--- config.mk ---
export PLATFORM = sky130hd
export DESIGN_NAME = inst_encoder_flat
export DESIGN_NICKNAME = d
export VERILOG_FILES = /design/src/rtl/rv_enc_pkg.sv /design/src/rtl/inst_encoder_if.sv /design/src/rtl/inst_pack.sv /design/src/rtl/inst_encoder.sv /design/src/flat_wrapper.sv
export SDC_FILE = /design/constraint.sdc
export NUM_CORES = 1
export LEC_CHECK = 0
export BUFFER_PORTS_ARGS = -buffer_cell sky130_fd_sc_hd__clkbuf_2
export CAP_MARGIN = 20
export CORE_ASPECT_RATIO = 1.5
export CORE_MARGIN = 2
export CORE_UTILIZATION = 55
export CTS_CLUSTER_DIAMETER = 100
export DETAILED_ROUTE_END_ITERATION = 12
export PLACE_DENSITY = 0.83
export RECOVER_POWER = 100
export SLEW_MARGIN = 10
export SYNTH_ARGS = -nofsm -noshare
export SYNTH_HDL_FRONTEND = slang
export SYNTH_HIERARCHICAL = 1
export SYNTH_SLANG_ARGS = --single-unit
--- constraint.sdc ---
create_clock -name clk -period 7.8 [get_ports clk]
set_input_delay 0.78 -clock clk [delete_from_list [all_inputs] [get_ports clk]]
set_output_delay 0.78 -clock clk [all_outputs]
set_load 0.005 [all_outputs]
--- src/rtl/rv_enc_pkg.sv ---
// Shared types and constants for the RV32I instruction encoder.
package rv_enc_pkg;

  typedef enum logic [2:0] {
    FMT_R  = 3'd0,
    FMT_I  = 3'd1,
    FMT_S  = 3'd2,
    FMT_B  = 3'd3,
    FMT_U  = 3'd4,
    FMT_J  = 3'd5,
    FMT_LI = 3'd6
  } enc_fmt_t;

  localparam int unsigned INST_W = 32;
  localparam int unsigned OPC_W  = 5;
  localparam int unsigned REG_W  = 5;
  localparam int unsigned F3_W   = 3;
  localparam int unsigned F7_W   = 7;
  localparam int unsigned LO_W   = 12;

  // Signed widths of the immediate each format can carry.
  localparam int unsigned IMM_I_W = 12;
  localparam int unsigned IMM_B_W = 13;
  localparam int unsigned IMM_J_W = 21;

  localparam logic [OPC_W-1:0] OP_LOAD   = 5'b00000;
  localparam logic [OPC_W-1:0] OP_IMM    = 5'b00100;
  localparam logic [OPC_W-1:0] OP_AUIPC  = 5'b00101;
  localparam logic [OPC_W-1:0] OP_STORE  = 5'b01000;
  localparam logic [OPC_W-1:0] OP_OP     = 5'b01100;
  localparam logic [OPC_W-1:0] OP_LUI    = 5'b01101;
  localparam logic [OPC_W-1:0] OP_BRANCH = 5'b11000;
  localparam logic [OPC_W-1:0] OP_JALR   = 5'b11001;
  localparam logic [OPC_W-1:0] OP_JAL    = 5'b11011;
  localparam logic [OPC_W-1:0] OP_SYSTEM = 5'b11100;

  // True when v equals the sign extension of its low w bits.
  function automatic logic fits_signed(input logic [INST_W-1:0] v, input int unsigned w);
    logic [INST_W-1:0] ext;
    ext = INST_W'($signed(v) >>> (w - 1));
    return (ext == '0) || (ext == '1);
  endfunction

endpackage

--- src/rtl/inst_encoder_if.sv ---
// Request/response bundle between an instruction source and the encoder.
interface inst_encoder_if;
  import rv_enc_pkg::*;

  logic                in_valid;
  logic                in_ready;
  enc_fmt_t            in_fmt;
  logic [OPC_W-1:0]    in_opcode;
  logic [F3_W-1:0]     in_funct3;
  logic [F7_W-1:0]     in_funct7;
  logic [REG_W-1:0]    in_rd;
  logic [REG_W-1:0]    in_rs1;
  logic [REG_W-1:0]    in_rs2;
  logic [INST_W-1:0]   in_imm;
  logic                out_valid;
  logic                out_ready;
  logic [INST_W-1:0]   out_inst;
  logic                out_err;

  modport master (
    output in_valid, in_fmt, in_opcode, in_funct3, in_funct7,
           in_rd, in_rs1, in_rs2, in_imm, out_ready,
    input  in_ready, out_valid, out_inst, out_err
  );

  modport slave (
    input  in_valid, in_fmt, in_opcode, in_funct3, in_funct7,
           in_rd, in_rs1, in_rs2, in_imm, out_ready,
    output in_ready, out_valid, out_inst, out_err
  );
endinterface

--- src/rtl/inst_pack.sv ---
// Combinational RV32I field packer with immediate range/alignment check.
module inst_pack
  import rv_enc_pkg::*;
#(
  parameter int unsigned CHECK_RANGE = 1
) (
  input  enc_fmt_t            fmt,
  input  logic [OPC_W-1:0]    opcode,
  input  logic [F3_W-1:0]     funct3,
  input  logic [F7_W-1:0]     funct7,
  input  logic [REG_W-1:0]    rd,
  input  logic [REG_W-1:0]    rs1,
  input  logic [REG_W-1:0]    rs2,
  input  logic [INST_W-1:0]   imm,
  output logic [INST_W-1:0]   inst_c,
  output logic                err_c
);

  logic [6:0] op7;
  logic       viol;

  assign op7 = {opcode, 2'b11};

  always_comb begin
    inst_c = '0;
    viol   = 1'b0;
    case (fmt)
      FMT_R: inst_c = {funct7, rs2, rs1, funct3, rd, op7};
      FMT_I: begin
        inst_c = {imm[11:0], rs1, funct3, rd, op7};
        viol   = !fits_signed(imm, IMM_I_W);
      end
      FMT_S: begin
        inst_c = {imm[11:5], rs2, rs1, funct3, imm[4:0], op7};
        viol   = !fits_signed(imm, IMM_I_W);
      end
      FMT_B: begin
        inst_c = {imm[12], imm[10:5], rs2, rs1, funct3, imm[4:1], imm[11], op7};
        viol   = !fits_signed(imm, IMM_B_W) || imm[0];
      end
      FMT_U: begin
        inst_c = {imm[31:12], rd, op7};
        viol   = (imm[11:0] != '0);
      end
      FMT_J: begin
        inst_c = {imm[20], imm[10:1], imm[11], imm[19:12], rd, op7};
        viol   = !fits_signed(imm, IMM_J_W) || imm[0];
      end
      // LI is expanded upstream; it and the spare code are illegal here.
      default: viol = 1'b1;
    endcase
    err_c = (CHECK_RANGE != 0) ? viol : 1'b0;
  end

endmodule

--- src/rtl/inst_encoder.sv ---
// Streaming RV32I encoder: handshake, single-entry output register, LI expansion.
module inst_encoder
  import rv_enc_pkg::*;
#(
  parameter int unsigned CHECK_RANGE = 1
) (
  input  logic           clk,
  input  logic           rst_n,
  inst_encoder_if.slave  bus
);

  typedef enum logic {ST_IDLE, ST_LI2} state_t;

  state_t              state_q, state_d;
  logic                out_valid_q, out_valid_d;
  logic [INST_W-1:0]   out_inst_q, out_inst_d;
  logic                out_err_q, out_err_d;
  logic [REG_W-1:0]    pend_rd_q, pend_rd_d;
  logic [LO_W-1:0]     pend_lo_q, pend_lo_d;

  logic                slot_free_c, accept_c, is_li_c, li_small_c, li_two_c;
  logic [INST_W-1:0]   li_sum_c;
  enc_fmt_t            p_fmt;
  logic [OPC_W-1:0]    p_opcode;
  logic [F3_W-1:0]     p_funct3;
  logic [F7_W-1:0]     p_funct7;
  logic [REG_W-1:0]    p_rd, p_rs1, p_rs2;
  logic [INST_W-1:0]   p_imm, p_inst_c;
  logic                p_err_c;

  assign slot_free_c = !out_valid_q || bus.out_ready;
  assign bus.in_ready = rst_n && (state_q == ST_IDLE) && slot_free_c;
  assign accept_c     = bus.in_valid && bus.in_ready;
  assign bus.out_valid = out_valid_q;
  assign bus.out_inst  = out_inst_q;
  assign bus.out_err   = out_err_q;

  // LI split: lo keeps imm[11:0] (sign-extended later), hi absorbs the rounding carry.
  assign is_li_c    = (bus.in_fmt == FMT_LI);
  assign li_sum_c   = bus.in_imm + 32'h0000_0800;
  assign li_small_c = fits_signed(bus.in_imm, IMM_I_W);
  assign li_two_c   = !li_small_c && (bus.in_imm[11:0] != '0);

  // Packer input select: pending ADDI, LI first word, or the request as given.
  always_comb begin
    p_fmt    = bus.in_fmt;
    p_opcode = bus.in_opcode;
    p_funct3 = bus.in_funct3;
    p_funct7 = bus.in_funct7;
    p_rd     = bus.in_rd;
    p_rs1    = bus.in_rs1;
    p_rs2    = bus.in_rs2;
    p_imm    = bus.in_imm;
    if (state_q == ST_LI2) begin
      p_fmt    = FMT_I;
      p_opcode = OP_IMM;
      p_funct3 = '0;
      p_funct7 = '0;
      p_rd     = pend_rd_q;
      p_rs1    = pend_rd_q;
      p_rs2    = '0;
      p_imm    = {{(INST_W-LO_W){pend_lo_q[LO_W-1]}}, pend_lo_q};
    end else if (is_li_c) begin
      p_funct3 = '0;
      p_funct7 = '0;
      p_rs1    = '0;
      p_rs2    = '0;
      if (li_small_c) begin
        p_fmt    = FMT_I;
        p_opcode = OP_IMM;
      end else begin
        p_fmt    = FMT_U;
        p_opcode = OP_LUI;
        p_imm    = {li_sum_c[31:12], 12'h000};
      end
    end
  end

  inst_pack #(.CHECK_RANGE(CHECK_RANGE)) u_pack (
    .fmt    (p_fmt),
    .opcode (p_opcode),
    .funct3 (p_funct3),
    .funct7 (p_funct7),
    .rd     (p_rd),
    .rs1    (p_rs1),
    .rs2    (p_rs2),
    .imm    (p_imm),
    .inst_c (p_inst_c),
    .err_c  (p_err_c)
  );

  always_comb begin
    state_d     = state_q;
    out_valid_d = out_valid_q;
    out_inst_d  = out_inst_q;
    out_err_d   = out_err_q;
    pend_rd_d   = pend_rd_q;
    pend_lo_d   = pend_lo_q;
    if (out_valid_q && bus.out_ready) out_valid_d = 1'b0;
    case (state_q)
      ST_IDLE: begin
        if (accept_c) begin
          out_valid_d = 1'b1;
          out_inst_d  = p_inst_c;
          out_err_d   = p_err_c && !is_li_c;
          if (is_li_c && li_two_c) begin
            state_d   = ST_LI2;
            pend_rd_d = bus.in_rd;
            pend_lo_d = bus.in_imm[LO_W-1:0];
          end
        end
      end
      ST_LI2: begin
        if (slot_free_c) begin
          out_valid_d = 1'b1;
          out_inst_d  = p_inst_c;
          out_err_d   = 1'b0;
          state_d     = ST_IDLE;
        end
      end
      default: state_d = ST_IDLE;
    endcase
  end

  always_ff @(posedge clk or negedge rst_n) begin
    if (!rst_n) begin
      state_q     <= ST_IDLE;
      out_valid_q <= 1'b0;
      out_inst_q  <= '0;
      out_err_q   <= 1'b0;
      pend_rd_q   <= '0;
      pend_lo_q   <= '0;
    end else begin
      state_q     <= state_d;
      out_valid_q <= out_valid_d;
      out_inst_q  <= out_inst_d;
      out_err_q   <= out_err_d;
      pend_rd_q   <= pend_rd_d;
      pend_lo_q   <= pend_lo_d;
    end
  end

endmodule

--- src/flat_wrapper.sv ---
// flat-port wrapper written by rule: the top's interface ports become plain ports
module inst_encoder_flat import rv_enc_pkg::*;
#(
  parameter int unsigned CHECK_RANGE = 1
)
  (clk, rst_n, bus_in_valid, bus_in_fmt, bus_in_opcode, bus_in_funct3, bus_in_funct7, bus_in_rd, bus_in_rs1, bus_in_rs2, bus_in_imm, bus_out_ready, bus_in_ready, bus_out_valid, bus_out_inst, bus_out_err);
  inst_encoder_if bus_i ();
  input  logic clk;
  input  logic rst_n;
  input wire logic [$bits(bus_i.in_valid)-1:0] bus_in_valid;
  input wire logic [$bits(bus_i.in_fmt)-1:0] bus_in_fmt;
  input wire logic [$bits(bus_i.in_opcode)-1:0] bus_in_opcode;
  input wire logic [$bits(bus_i.in_funct3)-1:0] bus_in_funct3;
  input wire logic [$bits(bus_i.in_funct7)-1:0] bus_in_funct7;
  input wire logic [$bits(bus_i.in_rd)-1:0] bus_in_rd;
  input wire logic [$bits(bus_i.in_rs1)-1:0] bus_in_rs1;
  input wire logic [$bits(bus_i.in_rs2)-1:0] bus_in_rs2;
  input wire logic [$bits(bus_i.in_imm)-1:0] bus_in_imm;
  input wire logic [$bits(bus_i.out_ready)-1:0] bus_out_ready;
  output wire logic [$bits(bus_i.in_ready)-1:0] bus_in_ready;
  output wire logic [$bits(bus_i.out_valid)-1:0] bus_out_valid;
  output wire logic [$bits(bus_i.out_inst)-1:0] bus_out_inst;
  output wire logic [$bits(bus_i.out_err)-1:0] bus_out_err;
  assign bus_i.in_valid = bus_in_valid;
  assign bus_i.in_fmt = bus_in_fmt;
  assign bus_i.in_opcode = bus_in_opcode;
  assign bus_i.in_funct3 = bus_in_funct3;
  assign bus_i.in_funct7 = bus_in_funct7;
  assign bus_i.in_rd = bus_in_rd;
  assign bus_i.in_rs1 = bus_in_rs1;
  assign bus_i.in_rs2 = bus_in_rs2;
  assign bus_i.in_imm = bus_in_imm;
  assign bus_i.out_ready = bus_out_ready;
  assign bus_in_ready = bus_i.in_ready;
  assign bus_out_valid = bus_i.out_valid;
  assign bus_out_inst = bus_i.out_inst;
  assign bus_out_err = bus_i.out_err;
  inst_encoder #(.CHECK_RANGE(CHECK_RANGE)) u_core (.clk(clk), .rst_n(rst_n), .bus(bus_i));
endmodule
==> reports/results.ini, run 1 <==
[outcome]
status=finished with violations
failed_checks=capacitance limit, slew limit

[worst_setup_path]
cp_common_cell=clkbuf_1
reg2reg_to=u_core/bus.out_err
rr_worst_depth=11
rr_startpoint=u_core/state_q
crit_path_top_delay_cell=clkbuf_1
path_max_fanout=55
crit_type=in -> reg
slowest_delay_ns=2.03
reg2reg_slack_ns=4.30
end_kind=flop
setup.worst_path.start_class=input port
required_ns=8.01
cp.arrival_ns=5.27
worstPathCellList=clkbuf_2 -> clkbuf_1 -> a21oi_1 -> nor2_2 -> clkbuf_1 -> mux2_2

[synth]
synth_edf_count=0
synth_cell_types=56
synth_top_area_cell=dfrtp_1
synth-async-reset-ratio_pct=100
syn_area_um2=4070
synth.top_cell.area_share_pct=32.0
ys_top_cells_by_area=dfrtp_1 (32%), mux2_2 (14%), o21ai_0 (5.7%), nand2_1 (4.7%), and3_1 (3.2%)
synth_common_cells=dfrtp_1 (52), mux2_2 (52), nand2_1 (51)
syn-instance-count=467
synth-seq-cells=52
syn_avg_cell_area_um2=8.72
ys_seq_area_share_pct=32.0
synth-main-ff-cell=dfrtp_1
synthesis.nets=538
yosysWarnings=6

[timing]
fin_tns_setup_ns=0
maxSlewViolCount=90
clock_skew_ns=0.00883
fmax_mhz=198
hold_viol=0
timing.final.crit_period_ns=5.06
slew_headroom_pct=-91.9
setup_viol=0
period_share_pct=64.8
rsz0062_at_grt=no
worst_pin_slew_ns=2.88

[global_route]
grt_usage_pct=29.9
overflow=0
grt_max_degree=63
grt_pass1_vias=3993
grt_pass1_wl_mm=19.0
antenna_found_initial=0

[final_layout]
final_design_area_no_fill_um2=4660
area_growth_syn_to_layout_pct=14.5
layout-drive-gt1-share_pct=29.3
fin_nets=620
fin_util_pct=64.5
fin_cells=650
antennaDiodeCount=0

[flow_run]
drv_cap=2

[pwr]
switching_share_pct=33.1
total_power_w=0.000767
p_int_w=0.000513
power_frac_comb_pct=31.2
p_leak_nw=2.05
clkPwrFrac_pct=20.7
power_density_nw_per_um2=165
peakVddDrop_mv=0.139
power.switching_w=0.000254
pwr-share-seq_pct=48.1

[cts]
numCtsBuffers=5
cts_resized=0
holdBufCountCts=0
clock_sinks=52
cts_tree=built
htree_levels=2
cts_setup_buffers=0
path_clk_slew_ns=0.10
clock_path_buffers=2
root_buffer=clkbuf_8
clock_latency_ns=0.32

[floorplan]
num_io_pins=104
die_y_um=109
die_area_um2=8120
num_rows=38
core_area_um2=7230
start_util_pct=56.3
die_w_um=74.3

[route]
ant_nets=0
vias=4179
drc=0
avgViaCountPerCell=6.43
wirelength_mm=12.0
wl_per_cell_um=18.4
drt-pass1-iter-count=8
drt_iter0_markers=483

[min_path]
hold_path.class=reg -> reg
hold_start=u_core/pend_lo_q[10]
hold_path_end=u_core/pend_lo_q[10]
holdPathStages=1

[placed_design]
globalplace.congestion=0.975
io_buffers=103
place_area_um2=4620
place_hpwl_mm=8.77
place_inst=642

[metrics by stage]
| stage | hold WS, ns | worst slack, ns |
|---|---|---|
| detailed placement | 0.482 | 3.68 |
| global route | 0.525 | 2.00 |
| global placement | 0.474 | 3.70 |
| CTS | 0.505 | 4.02 |
| floorplan | 0.465 | 4.29 |
| finish | 0.498 | 2.74 |
[placed cells by master (no fill, tap or decap), types with 13 or more instances in the layout]
cell,netlist,layout
clkbuf_2,0,81
mux2_2,52,52
nand2_1,51,51
dfrtp_1,52,51
o21ai_0,46,46
clkbuf_1,21,23
and3_1,21,21
nor4_1,18,18
nor2_1,18,17
a21oi_1,16,16
inv_1,13,13
[cells by family (layout without fill, tap and decap cells)]
kind of cell	after synthesis	count (layout)	synth area share, %
AND/OR/NAND/NOR	177	177	24.5
buffers and inverters	48	131	5.29
adder cells (fa/ha/maj)	3	3	0.860
multiplexers	63	63	17.2
XOR/XNOR	3	3	0.645
flip-flops	52	52	32.0
AO/OA/AOI/OAI	121	121	19.6
[registers in the layout, summed over array words and instances, names as in the netlist]
signal / cells
u_core/state_q: 1
u_core/pend_rd_q: 5
u_core/bus.out_inst: 32
u_core/pend_lo_q: 12
u_core/bus.out_valid: 1
u_core/bus.out_err: 1
[worst max-delay path, delay by kind of cell]
| kind | cells | cell delay [ns] |
|---|---|---|
| buf+inv | 3 | 3.46 |
| mux | 1 | 0.45 |
| compound gates | 1 | 0.36 |
| simple gates | 1 | 0.19 |
[layout make-up]
type,count,area (um^2)
Clock inverter,3,21.3
Sequential cell,52,1300
Clock buffer,5,68.8
Timing Repair Buffer,109,533
Multi-Input combinational cell,367,2560
Tap cell,100,125
Fill cell,631,2570
Inverter,14,52.6
[worst max path at each step]
stage	from	to	slack (ns)
after detailed placement	bus_in_imm[11]	u_core/bus.out_err	3.68
after global routing	rst_n	u_core/bus.out_inst[14]	2.00
after CTS	bus_in_imm[11]	u_core/bus.out_err	4.02
after floorplan	bus_in_imm[11]	u_core/bus.out_err	4.29
after global placement	bus_in_imm[11]	u_core/bus.out_inst[9]	3.70
final	rst_n	u_core/bus.out_inst[5]	2.74
[routing by layer]
| layer | routed length, um | share of wire (%) | track usage [%] |
|---|---|---|---|
| met3 | 806 | 6.7 | 3.57 |
| met5 | 0 | 0 | 0 |
| met2 | 6120 | 51 | 51.3 |
| met4 | 442 | 3.7 | 14.4 |
| met1 | 4590 | 38 | 36.6 |
[power groups by stage]
stage               logic [W]  clock network (W)  registers [W]
floorplan            0.000137                  0       0.000368
global placement     0.000234                  0       0.000371
detailed placement   0.000243                  0       0.000374
CTS                  0.000245           0.000163       0.000369
global route         0.000261           0.000173       0.000375
finish               0.000239           0.000159       0.000369
Power figures use the tool's default switching activity.
==> run 2: changes to the inputs <==
--- a/config.mk
+++ b/config.mk
@@ -9,10 +9,10 @@
 export CAP_MARGIN = 20
 export CORE_ASPECT_RATIO = 1.5
 export CORE_MARGIN = 2
-export CORE_UTILIZATION = 55
+export CORE_UTILIZATION = 49
 export CTS_CLUSTER_DIAMETER = 100
 export DETAILED_ROUTE_END_ITERATION = 12
-export PLACE_DENSITY = 0.83
+export PLACE_DENSITY = 0.79
 export RECOVER_POWER = 100
 export SLEW_MARGIN = 10
 export SYNTH_ARGS = -nofsm -noshare
==> constraint.sdc (replaced) <==
create_clock -name clk -period 4.21 [get_ports clk]
set_input_delay 0.421 -clock clk [delete_from_list [all_inputs] [get_ports clk]]
set_output_delay 0.421 -clock clk [all_outputs]
set_load 0.005 [all_outputs]
==> run 2 against run 1 <==
Compared with the run above: the flow now finishes without violations; clock power grew to 2.6 times the previous value; count of clock-buffer cells in the layout unchanged; worst hold slack worse by 0.18 ns; die area is 12% higher; global-route usage shrank 1.9 points; largest cell class unchanged; routed wire length is 3.3% higher; final cell count is 1.4% higher; non-clock buffer count increased by 4.
==> reports/results.ini, run 2 (same netlist as run 1, synthesis figures left out) <==
[outcome]
status=finished, final reports clean

[floorplan]
start_util_pct=50.5  ; -5.8 points
core_area_um2=8060  ; +11%
die_area_um2=9070  ; +12%
die_y_um=116  ; +5.7%
die_w_um=78.4  ; +5.6%
num_rows=40  ; +5.3%
num_io_pins=104  ; unchanged

[cts]
clock_latency_ns=0.30  ; -0.02 ns
holdBufCountCts=0  ; unchanged
numCtsBuffers=5  ; unchanged
cts_resized=0  ; unchanged
clock_path_buffers=2  ; unchanged
htree_levels=2  ; unchanged
path_clk_slew_ns=0.07  ; -0.03 ns
clock_sinks=52  ; unchanged
cts_tree=built
root_buffer=clkbuf_16
cts_setup_buffers=0  ; unchanged

[global_route]
antenna_found_initial=0  ; unchanged
grt_usage_pct=28.0  ; -1.9 points
grt_pass1_wl_mm=19.9  ; +4.7%
overflow=0  ; unchanged
grt_pass1_vias=4062  ; +1.7%
grt_max_degree=62  ; -1.6%

[placed_design]
io_buffers=103  ; unchanged
place_area_um2=4650  ; +0.62%
place_hpwl_mm=9.01  ; +2.7%
globalplace.congestion=0.964  ; -1.1%

[final_layout]
antennaDiodeCount=0  ; unchanged
final_cell_mix=clkbuf_2 (79), mux2_2 (51), nand2_1 (51), dfrtp_1 (51), o21ai_0 (49)
register_area_um2=1300  ; unchanged
layout.cells.most_common=clkbuf_2
fillCellCount=744  ; +18%
area_growth_syn_to_layout_pct=15.9
multiInputGateArea_um2=2530  ; -1.1%
fin_nets=624  ; +0.65%
largest_reg_flops=32  ; unchanged
final_design_area_no_fill_um2=4720  ; +1.2%
layout-drive-gt1-share_pct=28.9  ; -0.39 points

[worst_setup_path]
worstPathCellList=clkbuf_1 -> ha_1 -> and3_1 -> and4_1 -> a22oi_1 -> a211oi_1 -> nor4_1 -> nand4_1 -> nor3_4 -> a22oi_1 -> o311ai_2 -> o311ai_1 -> nand3_1 -> nand2_1
setup.worst_path.start_class=input port
rr_startpoint=u_core/state_q
crit_family=simple AND/OR/NAND/NOR gates
rr_worst_depth=11  ; unchanged
startpoint=bus_in_imm[11]
required_ns=4.39  ; -3.62 ns
path_max_fanout=8  ; -85%
reg2reg_to=u_core/bus.out_err
crit_type=in -> reg
slowest_delay_ns=0.63  ; -1.40 ns
cp.arrival_ns=3.73  ; -1.54 ns
reg2reg_slack_ns=1.12  ; -3.18 ns
cp_common_cell=a22oi_1
path_buf_inv=1  ; -2
crit_path_top_delay_cell=a22oi_1
end_kind=flop

[timing]
hold_viol=0  ; unchanged
timing.final.crit_period_ns=3.56
setup_viol=0  ; unchanged
worst_pin_slew_ns=0.926  ; -1.95 ns
fin_tns_setup_ns=0  ; unchanged
maxSlewViolCount=0  ; -100%
clock_skew_ns=0.00712  ; -0.00170 ns
slew_headroom_pct=38.1  ; +130 points
fmax_mhz=281
period_share_pct=84.5
rsz0062_at_grt=no

[route]
drc=0  ; unchanged
vias=4208  ; +0.69%
drt-pass1-iter-count=5  ; -3
ant_nets=0  ; unchanged
wirelength_mm=12.4  ; +3.3%
avgViaCountPerCell=6.39  ; -0.68%
drt_iter0_markers=379  ; -22%
wl_per_cell_um=18.7  ; +1.9%

[pwr]
p_leak_nw=2.06  ; +0.43%
peakVddDrop_mv=0.393  ; +180%
power_density_nw_per_um2=326  ; +98%

[min_path]
hold_path.class=in -> async

[flow_run]
drv_cap=0  ; -2

## run 2: cell types whose count changed in the layout (fill, tap and decap cells not counted), sizes merged
cell / change
clkbuf: -1
buf: +5
## run 2: layer usage
metal	vias up	track usage [%]	share of wire (%)
met3	38	3.43	6.2
met5	-	0	0
met2	211	49.9	51
met4	0	14.9	4.1
li1	1937	-	-
met1	2022	32.9	39
## run 2: cell type report
class / count / area share, %
multi-input cells: 367 / 53.6
clock inverters: 3 / 0.451
flip-flops and latches: 52 / 27.6
clock buffers: 5 / 2.65
inverters: 14 / 1.11
repair buffers: 113 / 11.8
well taps: 105 / 2.78
## run 2: worst max path at each step
stage,cells past startpoint,slack (ns),end
after floorplan,15,1.06,u_core/bus.out_err
after global placement,14,0.68,u_core/bus.out_err
after detailed placement,14,0.55,u_core/bus.out_err
after CTS,14,0.83,u_core/bus.out_err
after global routing,14,0.38,u_core/bus.out_err
final,14,0.65,u_core/bus.out_err
## run 2: report_power, final
group / internal (W) / total (W) / leakage [nW] / switching, W
logic: 0.000218 / 0.000442 / 1.35 / 0.000224
registers: 0.000615 / 0.000680 / 0.643 / 0.0000654
clock network: 0.000222 / 0.000417 / 0.0702 / 0.000195
## run 2: stage by stage
step / total power, W / setup WS [ns] / hold WS [ns] / instances / utilization [%]
final: 0.00154 / 0.652 / 0.317 / 659 / 58.6
after global routing: 0.00162 / 0.384 / 0.361 / 659 / 58.6
after CTS: 0.00156 / 0.827 / 0.323 / 659 / 59.5
after detailed placement: 0.00114 / 0.552 / 0.493 / 651 / 57.7
after global placement: 0.00113 / 0.678 / 0.474 / 651 / 57.7
after floorplan: 0.000936 / 1.06 / 0.125 / 467 / -
